`src/rtl/level_peak_hold_if.sv`:
```
`default_nettype none
// +-----------------------------------------------------------------------+
// | level_peak_hold_if : min/max pair in, level/peak result out           |
// | Revision 1.0                                                          |
// +-----------------------------------------------------------------------+
interface level_peak_hold_if #(
  parameter int WIDTH = 16
);
  localparam int SEG_W = $clog2(WIDTH);

  logic             i_valid;
  logic             i_ready;
  logic [WIDTH-1:0] i_min_value;
  logic [WIDTH-1:0] i_max_value;
  logic             o_valid;
  logic             o_ready;
  logic [WIDTH-2:0] o_level;
  logic [WIDTH-2:0] o_peak;
  logic [SEG_W-1:0] o_segment;
  logic [SEG_W-1:0] o_peak_segment;

  modport master (
    output i_valid, i_min_value, i_max_value, o_ready,
    input  i_ready, o_valid, o_level, o_peak, o_segment, o_peak_segment
  );

  modport slave (
    input  i_valid, i_min_value, i_max_value, o_ready,
    output i_ready, o_valid, o_level, o_peak, o_segment, o_peak_segment
  );
endinterface
`default_nettype wire

```
`src/rtl/level_peak_hold.sv`:
```
`default_nettype none
// +-----------------------------------------------------------------------+
// | level_peak_hold : peak magnitude, decaying bar level and held peak    |
// | Revision 1.0                                                          |
// +-----------------------------------------------------------------------+
module level_peak_hold #(
  parameter int WIDTH         = 16,
  parameter int HOLD_SECTIONS = 32,
  parameter int DECAY_STEP    = 256
) (
  input wire logic         clk,
  input wire logic         reset,
  level_peak_hold_if.slave bus
);
  localparam int SEG_W  = $clog2(WIDTH);
  localparam int HOLD_W = (HOLD_SECTIONS > 0) ? $clog2(HOLD_SECTIONS + 1) : 1;
  localparam logic [WIDTH-1:0]  MID     = WIDTH'(1) << (WIDTH - 1);
  localparam logic [WIDTH-1:0]  MAG_MAX = MID - WIDTH'(1);
  localparam logic [WIDTH-2:0]  DECAY   = (WIDTH-1)'(DECAY_STEP);
  localparam logic [HOLD_W-1:0] HOLD    = HOLD_W'(HOLD_SECTIONS);

  typedef enum logic [1:0] {IDLE, CALC, UPDATE, OUT} state_t;

  state_t state, state_next;

  logic [WIDTH-1:0]  min_value, max_value;
  logic [WIDTH-2:0]  mag, level, peak;
  logic [HOLD_W-1:0] hold;

  logic [WIDTH-1:0]  pos, neg, mag_raw;
  logic [WIDTH-2:0]  level_dec, peak_dec, level_new, peak_new, peak_cand;
  logic [HOLD_W-1:0] hold_new;

  // Index of the highest set bit plus one; zero input maps to segment 0.
  function automatic logic [SEG_W-1:0] seg_of(input logic [WIDTH-2:0] x);
    seg_of = '0;
    for (int i = 0; i < WIDTH - 1; i++)
      if (x[i]) seg_of = SEG_W'(i + 1);
  endfunction

  always_ff @(posedge clk or posedge reset) begin
    if (reset) state <= IDLE;
    else       state <= state_next;
  end

  always_comb begin
    state_next  = state;
    bus.i_ready = 1'b0;
    case (state)
      IDLE: begin
        bus.i_ready = 1'b1;
        if (bus.i_valid) state_next = CALC;
      end
      CALC:    state_next = UPDATE;
      UPDATE:  state_next = OUT;
      OUT:     if (bus.o_ready) state_next = IDLE;
      default: state_next = IDLE;
    endcase
  end

  always_comb begin
    pos     = (max_value > MID) ? max_value - MID : '0;
    neg     = (min_value < MID) ? MID - min_value : '0;
    mag_raw = (pos > neg) ? pos : neg;
    if (mag_raw > MAG_MAX) mag_raw = MAG_MAX;
  end

  always_comb begin
    level_dec = (level >= DECAY) ? level - DECAY : '0;
    peak_dec  = (peak  >= DECAY) ? peak  - DECAY : '0;
    if (mag >= level)          level_new = mag;
    else if (mag > level_dec)  level_new = mag;
    else                       level_new = level_dec;

    hold_new  = hold;
    peak_cand = peak;
    if (mag >= peak) begin
      peak_cand = mag;
      hold_new  = HOLD;
    end else if (hold != '0) begin
      hold_new  = hold - HOLD_W'(1);
    end else begin
      peak_cand = (peak_dec > level_new) ? peak_dec : level_new;
    end
    peak_new = (peak_cand > level_new) ? peak_cand : level_new;
  end

  always_ff @(posedge clk or posedge reset) begin
    if (reset) begin
      min_value          <= '0;
      max_value          <= '0;
      mag                <= '0;
      level              <= '0;
      peak               <= '0;
      hold               <= '0;
      bus.o_valid        <= 1'b0;
      bus.o_level        <= '0;
      bus.o_peak         <= '0;
      bus.o_segment      <= '0;
      bus.o_peak_segment <= '0;
    end else begin
      case (state)
        IDLE: if (bus.i_valid) begin
          min_value <= bus.i_min_value;
          max_value <= bus.i_max_value;
        end
        CALC: mag <= mag_raw[WIDTH-2:0];
        UPDATE: begin
          level              <= level_new;
          peak               <= peak_new;
          hold               <= hold_new;
          bus.o_level        <= level_new;
          bus.o_peak         <= peak_new;
          bus.o_segment      <= seg_of(level_new);
          bus.o_peak_segment <= seg_of(peak_new);
          bus.o_valid        <= 1'b1;
        end
        OUT: if (bus.o_ready) bus.o_valid <= 1'b0;
        default: ;
      endcase
    end
  end
endmodule
`default_nettype wire

```
`src/flat_wrapper.sv`:
```
// flat-port wrapper written by rule: the top's interface ports become plain ports
module level_peak_hold_flat 
#(
  parameter int WIDTH         = 16,
  parameter int HOLD_SECTIONS = 32,
  parameter int DECAY_STEP    = 256
)
  (clk, reset, bus_i_valid, bus_i_min_value, bus_i_max_value, bus_o_ready, bus_i_ready, bus_o_valid, bus_o_level, bus_o_peak, bus_o_segment, bus_o_peak_segment);
  level_peak_hold_if #(.WIDTH(WIDTH)) bus_i ();
  input wire logic clk;
  input wire logic reset;
  input wire logic [$bits(bus_i.i_valid)-1:0] bus_i_valid;
  input wire logic [$bits(bus_i.i_min_value)-1:0] bus_i_min_value;
  input wire logic [$bits(bus_i.i_max_value)-1:0] bus_i_max_value;
  input wire logic [$bits(bus_i.o_ready)-1:0] bus_o_ready;
  output wire logic [$bits(bus_i.i_ready)-1:0] bus_i_ready;
  output wire logic [$bits(bus_i.o_valid)-1:0] bus_o_valid;
  output wire logic [$bits(bus_i.o_level)-1:0] bus_o_level;
  output wire logic [$bits(bus_i.o_peak)-1:0] bus_o_peak;
  output wire logic [$bits(bus_i.o_segment)-1:0] bus_o_segment;
  output wire logic [$bits(bus_i.o_peak_segment)-1:0] bus_o_peak_segment;
  assign bus_i.i_valid = bus_i_valid;
  assign bus_i.i_min_value = bus_i_min_value;
  assign bus_i.i_max_value = bus_i_max_value;
  assign bus_i.o_ready = bus_o_ready;
  assign bus_i_ready = bus_i.i_ready;
  assign bus_o_valid = bus_i.o_valid;
  assign bus_o_level = bus_i.o_level;
  assign bus_o_peak = bus_i.o_peak;
  assign bus_o_segment = bus_i.o_segment;
  assign bus_o_peak_segment = bus_i.o_peak_segment;
  level_peak_hold #(.WIDTH(WIDTH), .HOLD_SECTIONS(HOLD_SECTIONS), .DECAY_STEP(DECAY_STEP)) u_core (.clk(clk), .reset(reset), .bus(bus_i));
endmodule
```
`config.mk`:
```
export PLATFORM = sky130hd
export DESIGN_NAME = level_peak_hold_flat
export DESIGN_NICKNAME = d
export VERILOG_FILES = /design/src/rtl/level_peak_hold_if.sv /design/src/rtl/level_peak_hold.sv /design/src/flat_wrapper.sv
export SDC_FILE = /design/constraint.sdc
export NUM_CORES = 1
export LEC_CHECK = 0
export ABC_AREA = 1
export BUFFER_PORTS_ARGS = -buffer_cell sky130_fd_sc_hd__buf_2
export CORE_MARGIN = 3
export CORE_UTILIZATION = 43
export CTS_CLUSTER_DIAMETER = 50
export DETAILED_ROUTE_END_ITERATION = 10
export PLACE_DENSITY = 0.67
export SYNTH_ARGS = -nofsm -noshare
export SYNTH_HDL_FRONTEND = slang
export SYNTH_SLANG_ARGS = --single-unit
```
`constraint.sdc`:
```
create_clock -name clk -period 7.85 [get_ports clk]
set_input_delay 1.1775 -clock clk [delete_from_list [all_inputs] [get_ports clk]]
set_output_delay 1.1775 -clock clk [all_outputs]
set_load 0.01 [all_outputs]
```
After elaboration in Yosys (flattened, before gate mapping) --
Index checks and enable logic that the tools add are counted.
Storage, ports and cells: flip-flop bits (word level) 94, output and inout bits 40, logic and storage cells 89
Operators by class: add/sub/neg operators 5, magnitude comparators 11, equality and inequality tests 5, mux-type cells 50, reductions and logical operators 8
Operators with widths (number):
- 15-bit two-way mux | 9
- 4-bit two-way mux | 16
- 16-bit two-way mux | 3
- 15-bit greater-than comparator | 3
- 15-bit >= comparator | 2
- 15-bit by 9-bit >= comparator with 1-bit output (second input constant) | 2
- 15-bit by 9-bit subtractor with 15-bit output (second input constant) | 2
- 3-bit two-way mux | 8
- 16-bit by 15-bit greater-than comparator with 1-bit output (second input constant) | 1
- 16-bit greater-than comparator | 1
- 16-bit greater-than comparator (second input constant) | 1
- 16-bit < comparator (second input constant) | 1
- 16-bit subtractor (first input constant) | 1
- 16-bit subtractor (second input constant) | 1
- 2-bit two-way mux | 6
- 6-bit two-way mux | 2
- 2-bit one-hot mux with 4 select lines | 1
- 2-bit AND reduction | 4
- 6-bit nonzero test | 1
- 6-bit by 1-bit subtractor with 6-bit output (second input constant) | 1
- 2-bit equality test (second input constant) | 2
- 1-bit two-way mux | 4
- 2-bit != test (second input constant) | 2
- 2-bit nonzero test | 2
- 3 further kinds | 3

Depth between registers and ports, before layout --
Gate-level depths: netlist (run 1).
word-level depth 26, depth in mapped cells 60

Least setup slack after synthesis (run 1) --
Ideal clock, no wire load.
path kind reg-to-reg, from register, netlist name u_core.bus.o_level[8], to register u_core.bus.o_peak_segment[1], library setup time 118 ps, arrival 6072 ps, required time 7732 ps, setup slack 1661 ps, cell stages (with the launch flop) 49, buffers on the path 4, clock period less this slack 6189 ps, cell sequence dfrtp_1 > inv_1 > ha_1 > inv_1 > nor2_1 > nand2_1 > xor2_1 > nor2_1 > inv_1 > ha_1 > nand2_1 > nor2_2 > inv_1 > nor2_2 > nand2_1 > nand2_1 > nand2_2 > nand2_4 > (+13 left out) > nand2_1 > o211ai_1 > o211ai_1 > o21ai_1 > ha_1 > a21oi_1 > o21ai_0 > a21oi_1 > nand2_1 > nand2_1 > clkbuf_1 > clkbuf_1 > nand2_1 > o21ai_2 > nand2_1 > o21bai_1 > a21oi_1 > nor2_1
RTL lines:
- end signal: assignment | line level_peak_hold.sv:115 | bus.o_peak_segment <= seg_of(peak_new);
- end: declaration | line level_peak_hold_if.sv:29 | output i_ready, o_valid, o_level, o_peak, o_segment, o_peak_segment

==> impl_metrics.env, run 1 <==
export IMPL_nets=1343
export IMPL_grt_usage_pct=23.07
export IMPL_fin_crit_ps=7128
export IMPL_synth_top_area_cell="dfrtp_1"
export IMPL_critPathMaxStageDelay_ps=460
export IMPL_syn_to_final_growth_pct=11.20
export IMPL_clock_sinks=94
export IMPL_r2r_end="u_core.bus.o_peak_segment[0]"
export IMPL_worst_slew_pin_slew_ps=983.3
export IMPL_drt_initial_drc_count=581
export IMPL_ys_seq_elements=94
export IMPL_synth_xor_area_share_pct=0.8700
export IMPL_synth_edf_count=0
export IMPL_grt_pass1_vias=7211
export IMPL_wirelength_microns=23030
export IMPL_clk_path_buf_depth=2
export IMPL_cp_max_fo=19
export IMPL_fmax_ghz=0.1403
export IMPL_cts_buffers=9
export IMPL_cp_top_family="simple AND/OR/NAND/NOR gates"
export IMPL_cp_data_required_time_ps=8090
export IMPL_yosys_top_cells_count="nand2_1, inv_1, nor2_1"
export IMPL_cp_data_arrival_time_ps=7370
export IMPL_grt_max_degree=67
export IMPL_worstReg2RegStart="u_core.bus.o_level[10]"
export IMPL_synth_compound_area_share_pct=16.44
export IMPL_grt_pass1_wl_microns=37630
export IMPL_cp_depth=52
export IMPL_post_synth_top_count_cell="nand2_1"
export IMPL_hold_viol_final=0
export IMPL_crit_type="reg2reg"
export IMPL_start_util_pct=44.23
export IMPL_ctsRootBufferMaster="clkbuf_16"
export IMPL_synth_simple_area_share_pct=25.90
export IMPL_die_w_microns=142.9
export IMPL_finalSetupViolations=0
export IMPL_wl_per_cell_microns=16.00
export IMPL_gp_congestion=0.9252
export IMPL_ctsHoldBuffers=0
export IMPL_synth_area_leaders="dfrtp_1, ha_1, nand2_1"
export IMPL_synth_ff_type="dfrtp_1"
export IMPL_relSlewSlack_pct=34.45
export IMPL_min_from="u_core.bus.o_valid"
export IMPL_r2r_setup_slack_ps=720
export IMPL_netlist_cell_type_count=50
export IMPL_syn_inst=1141
export IMPL_muxShareOfSynthArea_pct=2.097
export IMPL_boundaryPins=76
export IMPL_async_flop_share_pct=100.0
export IMPL_std_cell_rows=49
export IMPL_dr_pass1_iters=5
export IMPL_syn_num_nets=1278
export IMPL_clk_pin_slew_ps=80
export IMPL_synth_top_cell_area_share_pct=29.21
export IMPL_fin_hold_ws_ps=486.5
export IMPL_slowest_stage="dfrtp_1"
export IMPL_tritoncts="yes"
export IMPL_synth_top_family_by_area="simple AND/OR/NAND/NOR gates"
export IMPL_drcViolationCount=0
export IMPL_drive_gt1_share_pct=14.55
export IMPL_cts_max_level=3
export IMPL_vias=7689
export IMPL_die_h_microns=142.9
export IMPL_antenna_cells=0
export IMPL_core_area_sq_um=18210
export IMPL_crit_path_start_kind="flop"
export IMPL_syn_area_per_cell_sq_um=7.059
export IMPL_viasPerCell=5.343
export IMPL_grt_antenna_before_repair=0
export IMPL_period_share_pct=90.80
export IMPL_nFillCells=1834
export IMPL_cp_end_kind="flop"
export IMPL_post_synth_fa_ha_maj_area_fraction_pct=15.69
export IMPL_rsz0062_at_grt="false"
export IMPL_crit_path_frequent_cell="nand2_1"
export IMPL_finish_utilization_pct=49.19
export IMPL_globalRouteOverflowTotal=0
export IMPL_hold_path_class="reg2reg"
export IMPL_maxCapViolCount=0
export IMPL_dpl_hpwl_microns=17910
export IMPL_worstSkewPairLatency_ps=350
export IMPL_synth_yosys_seq_area_share_pct=29.21
export IMPL_io_buffer_count=75
export IMPL_ant_nets=0
export IMPL_ys_warn_count=0
export IMPL_finalSetupTns_ps=0
export IMPL_whs_endpoint="u_core.bus.o_valid"
export IMPL_drv_slew=0
export IMPL_die_area_sq_um=20410
export IMPL_hold_path_cell_count=1
export IMPL_rr_worst_depth=52
export IMPL_synthesis_area_sq_um=8054
export IMPL_critPathBufInv=7
export IMPL_status="finished, final reports clean"
export IMPL_skew_ps=10.75
-- logic make-up (layout without fill, tap and decap cells) --
family	count (synthesis)	count (layout)
xor gates and xnor gates	8	8
AOI/OAI and AO/OA	228	228
DFF	94	94
muxes	15	15
other	1	1
buffers and inverters	200	269
adders and majority gates	101	101
and+or+nand+nor	494	494
-- worst max-delay path by stage --
stage,startpoint,end,slack (ps)
after CTS,u_core.bus.o_level[9],u_core.bus.o_peak_segment[0],310
after global placement,u_core.bus.o_level[9],u_core.bus.o_peak_segment[0],410
after detailed placement,u_core.bus.o_level[9],u_core.bus.o_peak_segment[0],350
final,u_core.bus.o_level[10],u_core.bus.o_peak_segment[0],720
after global routing,u_core.bus.o_level[9],u_core.bus.o_peak_segment[0],20
after floorplan,u_core.bus.o_level[8],u_core.bus.o_peak_segment[1],1660
-- layout by cell type (no fill, tap or decap), types with 9 or more instances in the layout --
cell	count
o21ai_0	76
ha_1	101
buf_2	75
o211ai_1	14
inv_2	10
inv_1	154
nor3_1	12
nand3_1	58
nor2_2	13
mux2_2	15
buf_4	11
dfrtp_1	94
a21oi_1	77
nor2_1	110
clkbuf_16	9
nand2_1	271
o21ai_2	16
o21ai_1	22
nand4_1	12
-- through the flow --
| stage | std cells | cell area [sq um] | setup WS (ps) |
|---|---|---|---|
| final | 1439 | 8956 | 722.2 |
| after CTS | 1439 | 8944 | 305.1 |
| after floorplan | 1141 | 8054 | 1661 |
| after detailed placement | 1424 | 8651 | 348.5 |
| after global placement | 1424 | 8651 | 405.5 |
| after global routing | 1439 | 8956 | 21.92 |
-- sequential cells by signal (all words and copies together) (netlist names) --
signal,count
u_core.hold,6
u_core.bus.o_valid,1
u_core.bus.o_segment,4
u_core.bus.o_peak,15
u_core.bus.o_level,15
u_core.state,2
u_core.bus.o_peak_segment,4
u_core.max_value,16
u_core.min_value,16
u_core.mag,15
-- per-layer routing --
metal  vias up  GRT usage [%]  wire length, microns
li1       3869              -                     -
met3        24          2.646                  1049
met5         -              0                     0
met1      3591          34.21                 11340
met4         0          5.703                   386
met2       205          35.98                 10260
-- what timing repair did --
action | CTS | global route
setup endpoints to repair | 0 | 5
setup buffers | 0 | 0
gates resized for setup | 0 | 8
endpoints found under the hold margin | 0 | 0
-- layout make-up --
type	instances	area, sq um	area share, %
Timing Repair Buffer	86	457.9	5.113
Multi-Input combinational cell	847	4923	54.97
Sequential cell	94	2352	26.26
Clock buffer	12	266.5	2.976
Tap cell	229	286.5	3.199
Inverter	168	643.1	7.181
Clock inverter	3	26.28	0.2934
Power of run 1 is not shown: default switching activity piles up to over one toggle a cycle in this logic, so the estimate is an artifact.
==> run 2: changes to the inputs <==
--- a/config.mk
+++ b/config.mk
@@ -5,7 +5,6 @@
 export SDC_FILE = /design/constraint.sdc
 export NUM_CORES = 1
 export LEC_CHECK = 0
-export ABC_AREA = 1
 export BUFFER_PORTS_ARGS = -buffer_cell sky130_fd_sc_hd__buf_2
 export CORE_MARGIN = 3
 export CORE_UTILIZATION = 43
==> impl_metrics.env, run 2 <==
export IMPL_status="finished, final reports clean"
export IMPL_core_area_sq_um=18090
export IMPL_maxCapViolCount=0
export IMPL_nFillCells=1697
export IMPL_die_h_microns=142.4
export IMPL_hold_viol_final=0
export IMPL_tritoncts="yes"
export IMPL_grt_antenna_before_repair=0
export IMPL_finalSetupTns_ps=0
export IMPL_yosys_top_cells_count="ha_1, dfrtp_1, a21oi_1, nor2_1, inv_1"
export IMPL_dpl_hpwl_microns=18000
export IMPL_antenna_cells=0
export IMPL_ant_nets=0
export IMPL_worst_slew_pin_slew_ps=1173
export IMPL_grt_pass1_wl_microns=37160
export IMPL_wl_per_cell_microns=18.79
export IMPL_synth_area_leaders="dfrtp_1, ha_1, mux2_2"
export IMPL_r2r_end="u_core.bus.o_peak_segment[3]"
export IMPL_clk_pin_slew_ps=70
export IMPL_ys_seq_elements=94
export IMPL_hold_path_class="reg2reg"
export IMPL_r2r_setup_slack_ps=400
export IMPL_clock_sinks=94
export IMPL_wirelength_microns=23550
export IMPL_reg_top3="u_core.max_value: 16 flops, u_core.min_value: 16 flops"
export IMPL_ctsHoldBuffers=0
export IMPL_synth_edf_count=0
export IMPL_start_util_pct=44.21
export IMPL_synthesis_area_sq_um=7995
export IMPL_clk_path_buf_depth=2
export IMPL_slowest_stage="o32ai_1"
export IMPL_fmax_ghz=0.1342
export IMPL_drcViolationCount=0
export IMPL_cp_max_fo=9
export IMPL_io_buffer_count=75
export IMPL_whs_endpoint="u_core.bus.o_segment[2]"
export IMPL_period_share_pct=94.95
export IMPL_syn_area_per_cell_sq_um=8.728
export IMPL_synth_yosys_seq_area_share_pct=29.42
export IMPL_critPathBufInv=6
export IMPL_finalSetupViolations=0
export IMPL_netlist_cell_type_count=83
export IMPL_drive_gt1_share_pct=24.02
export IMPL_muxShareOfSynthArea_pct=7.527
export IMPL_boundaryPins=76
export IMPL_syn_inst=916
export IMPL_die_w_microns=142.4
export IMPL_place_area_sq_um=8837
export IMPL_grt_pass1_vias=6849
export IMPL_crit_type="reg2reg"
export IMPL_globalRouteOverflowTotal=0
export IMPL_viasPerCell=5.820
export IMPL_dr_pass1_iters=5
export IMPL_worstSkewPairLatency_ps=360
export IMPL_drv_slew=0
export IMPL_die_area_sq_um=20260
export IMPL_cts_buffers=9
export IMPL_fin_crit_ps=7454
export IMPL_crit_path_start_kind="flop"
export IMPL_synth_top_family_by_area="compound AO/OA/AOI/OAI gates"
export IMPL_skew_ps=7.210
export IMPL_cp_end_kind="flop"
export IMPL_vias=7293
export IMPL_synth_xor_area_share_pct=1.753
export IMPL_final_cell_mix="ha_1, dfrtp_1, nor2_1, a21oi_1, buf_2"
export IMPL_async_flop_share_pct=100.0
export IMPL_std_cell_rows=49
export IMPL_synth_compound_area_share_pct=21.16
export IMPL_rr_worst_depth=33
export IMPL_cp_depth=33
export IMPL_synth_ff_type="dfrtp_1"
export IMPL_synth_top_cell_area_share_pct=29.42
export IMPL_cp_top_family="compound AO/OA/AOI/OAI gates"
export IMPL_cp_data_required_time_ps=8130
export IMPL_design_area_sq_um=9331
export IMPL_relSlewSlack_pct=21.83
export IMPL_syn_num_nets=1053
export IMPL_worstReg2RegStart="u_core.bus.o_level[7]"
export IMPL_post_synth_top_count_cell="ha_1"
export IMPL_cp_data_arrival_time_ps=7740
export IMPL_nets=1156
export IMPL_ys_warn_count=0
export IMPL_syn_to_final_growth_pct=16.71
export IMPL_ctsRootBufferMaster="clkbuf_16"
export IMPL_synth_simple_area_share_pct=18.87
export IMPL_layout_cells_most_common="ha_1"
export IMPL_grt_usage_pct=23.31
export IMPL_min_from="u_core.bus.o_segment[2]"
export IMPL_hold_path_cell_count=1
export IMPL_crit_path_frequent_cell="buf_4"
export IMPL_drt_initial_drc_count=602
export IMPL_synth_top_area_cell="dfrtp_1"
export IMPL_critPathMaxStageDelay_ps=700
export IMPL_post_synth_fa_ha_maj_area_fraction_pct=15.81
export IMPL_grt_max_degree=74
export IMPL_gp_congestion=0.9770
export IMPL_cts_max_level=3
[run 2: layout make-up]
| class | count | area [sq um] | share of cell area, % |
|---|---|---|---|
| multi-input cells | 715 | 5334 | 57.16 |
| inverters | 71 | 269.0 | 2.883 |
| clock inverters | 7 | 91.34 | 0.9788 |
| well taps | 229 | 286.5 | 3.071 |
| clock buffers | 9 | 225.2 | 2.414 |
| repair buffers | 128 | 773.2 | 8.286 |
| flip-flops and latches | 94 | 2352 | 25.21 |
[run 2: through the flow]
stage	hold slack, ps	instances	utilization (%)	setup WS [ps]
global placement	493.0	1228	48.86	274.0
CTS	518.1	1244	50.61	141.0
global route	533.9	1253	51.59	-33.95
floorplan	462.0	916	-	841.3
finish	508.8	1253	51.59	396.5
detailed placement	502.2	1228	48.86	220.4
[run 2: worst reg2reg max path, delay by kind of cell, from the launching register on]
family / cells / cell delay [ps]
AND/OR/NAND/NOR: 10 / 1920
buffers and inverters: 6 / 960
AO/OA/AOI/OAI: 12 / 2610
adder cells (fa/ha/maj): 3 / 900
flip-flops: 1 / 430
multiplexers: 2 / 570
[run 2: cells by family (layout without fill, tap and decap cells)]
logic type | Yosys count | after routing
compound gates | 249 | 249
simple gates | 298 | 299
buf+inv | 108 | 215
fa+ha+maj | 101 | 101
xor+xnor | 16 | 16
mux | 49 | 49
flops | 94 | 94
other cells | 1 | 1
[run 2: per-layer routing]
layer  vias to the layer above  global-route usage [%]  wire, microns
met4                         0                   7.504            697
met1                      3450                   32.81          10610
met2                       227                   37.32          10940
met3                        43                   3.125           1306
met5                         -                       0              0
li1                       3573                       -              -
[run 2: how the worst max path moves through the flow]
stage	from	endpoint	slack [ps]
3_3_place_gp	u_core.bus.o_level[7]	u_core.bus.o_peak_segment[0]	270
3_5_place_dp	u_core.bus.o_level[7]	u_core.bus.o_peak_segment[0]	220
4_1_cts	u_core.bus.o_level[7]	u_core.bus.o_peak_segment[0]	140
5_1_grt	u_core.bus.o_level[7]	u_core.bus.o_peak_segment[2]	-30
2_1_floorplan	u_core.bus.o_level[7]	u_core.bus.o_peak_segment[0]	840
6_report	u_core.bus.o_level[7]	u_core.bus.o_peak_segment[3]	400
[run 2: what timing repair did]
action / 4_1_cts / 5_1_grt
buffers inserted: 0 / 8
setup endpoints to repair: 0 / 18
gates resized for setup: 0 / 27
Power of run 2 is left out for the same reason.
==> run 3: changes to the inputs <==
--- a/config.mk
+++ b/config.mk
@@ -6,11 +6,13 @@
 export NUM_CORES = 1
 export LEC_CHECK = 0
 export BUFFER_PORTS_ARGS = -buffer_cell sky130_fd_sc_hd__buf_2
+export CELL_PAD_IN_SITES_DETAIL_PLACEMENT = 1
+export CELL_PAD_IN_SITES_GLOBAL_PLACEMENT = 1
 export CORE_MARGIN = 3
 export CORE_UTILIZATION = 43
 export CTS_CLUSTER_DIAMETER = 50
 export DETAILED_ROUTE_END_ITERATION = 10
-export PLACE_DENSITY = 0.67
+export PLACE_DENSITY = 0.82
 export SYNTH_ARGS = -nofsm -noshare
 export SYNTH_HDL_FRONTEND = slang
 export SYNTH_SLANG_ARGS = --single-unit
==> impl_metrics.env, run 3 (synthesized netlist as in run 2, its figures left out) <==
export IMPL_io_buffer_count=75
export IMPL_drt_initial_drc_count=515
export IMPL_dp_cells=1224
export IMPL_stdcell_count=1252
export IMPL_status="finished, final reports clean"
export IMPL_ant_nets=0
export IMPL_design_area_sq_um=9439
export IMPL_dr_pass1_iters=5
export IMPL_globalRouteOverflowTotal=0
export IMPL_clk_path_buf_depth=2
export IMPL_clock_sinks=94
export IMPL_final_cell_mix="ha_1, dfrtp_1, a21oi_1, nor2_1, buf_2"
export IMPL_gp_congestion=0.9290
export IMPL_start_util_pct=44.21
export IMPL_die_w_microns=142.4
export IMPL_core_area_sq_um=18090
export IMPL_clk_pin_slew_ps=80
export IMPL_grt_busiest_layer="met2"
export IMPL_worstSkewPairLatency_ps=360
export IMPL_wirelength_microns=27610
export IMPL_crit_type="reg2reg"
export IMPL_cp_data_required_time_ps=8100
export IMPL_use_met1_pct=35.07
export IMPL_crit_path_start_kind="flop"
export IMPL_hold_path_class="reg2reg"
export IMPL_die_h_microns=142.4
export IMPL_finalSetupViolations=0
export IMPL_fmax_ghz=0.1289
export IMPL_vias=7829
export IMPL_grt_max_degree=74
export IMPL_skew_ps=10.57
export IMPL_die_area_sq_um=20260
export IMPL_drive_gt1_share_pct=24.63
export IMPL_grt_usage_pct=26.31
export IMPL_hold_viol_final=0
export IMPL_dpl_hpwl_microns=19860
export IMPL_drv_slew=0
export IMPL_nFillCells=2125
export IMPL_tritoncts="yes"
export IMPL_cts_max_level=3
export IMPL_use_met2_pct=42.58
export IMPL_cp_data_arrival_time_ps=8010
export IMPL_grt_pass1_vias=7816
export IMPL_ctsHoldBuffers=0
export IMPL_nets=1155
export IMPL_maxCapViolCount=0
export IMPL_cts_buffers=9
export IMPL_layout_cells_most_common="ha_1"
export IMPL_fin_crit_ps=7759
export IMPL_slowest_stage="a222oi_1"
export IMPL_period_share_pct=98.85
export IMPL_std_cell_rows=49
export IMPL_grt_antenna_before_repair=0
export IMPL_drcViolationCount=0
export IMPL_grt_pass1_wl_microns=42130
export IMPL_grtUsageMet3_pct=4.973
export IMPL_cp_end_kind="flop"
export IMPL_relSlewSlack_pct=22.94
export IMPL_ctsRootBufferMaster="clkbuf_16"
export IMPL_place_area_sq_um=8807
export IMPL_worst_slew_pin_slew_ps=1146
export IMPL_syn_to_final_growth_pct=18.06
export IMPL_wl_per_cell_microns=22.05
export IMPL_antenna_cells=0
export IMPL_reg_top3="u_core.max_value: 16 flops, u_core.min_value: 16 flops"
export IMPL_critPathMaxStageDelay_ps=490
export IMPL_boundaryPins=76
export IMPL_cp_max_fo=7
export IMPL_finish_utilization_pct=52.19
export IMPL_viasPerCell=6.253
## run 3: per-layer routing
layer	vias up	part of all wire, %
li1	3565	-
met1	3857	42
met3	106	6.2
met4	0	4.5
met2	301	47
met5	-	0
## run 3: through the flow
step / TNS [ps] / hold WS [ps] / setup WS, ps
final: 0 / 514.5 / 90.53
after global routing: -1340 / 534.5 / -339.5
after CTS: 0 / 519.2 / 18.18
after detailed placement: -308.3 / 501.2 / -119.5
after global placement: 0 / 477.0 / 144.9
after floorplan: 0 / 462.0 / 841.3
## run 3: layout make-up
type                            instances  area, sq um  share of cell area (%)
Multi-Input combinational cell        715         5446                   57.70
Sequential cell                        94         2354                   24.93
Timing Repair Buffer                  127        794.5                   8.417
Tap cell                              229        286.5                   3.036
Inverter                               71        269.0                   2.850
Clock buffer                            9        225.2                   2.386
Clock inverter                          7        63.81                  0.6760
## run 3: path summary, 6_finish.rpt
path,start,end,slack [ps],cells after the start
hold / removal,u_core.hold[2],u_core.hold[2],510,2
min in group asynchronous,reset,u_core.max_value[12],800,2
setup / recovery,u_core.bus.o_level[2],u_core.bus.o_peak_segment[0],90,34
setup reg to reg,u_core.bus.o_level[2],u_core.bus.o_peak_segment[0],90,34
max in group asynchronous,reset,u_core.bus.o_level[8],5840,3
hold reg to reg,u_core.hold[2],u_core.hold[2],510,2
## run 3: what timing repair did
item / in CTS / in global routing
endpoints found under the setup margin: 4 / 19
gates resized for setup: 1 / 42
cloned: 1 / 0
buffers inserted: 2 / 9
pin swaps: 1 / 12
## run 3: critical path: cells and delay by family (launching register included)
| kind | cells | cell delay (ps) |
|---|---|---|
| simple gates | 9 | 1600 |
| buf+inv | 4 | 550 |
| flops | 1 | 450 |
| compound gates | 16 | 3480 |
| mux | 2 | 540 |
| fa+ha+maj | 3 | 1000 |
Power of run 3 is left out for the same reason.
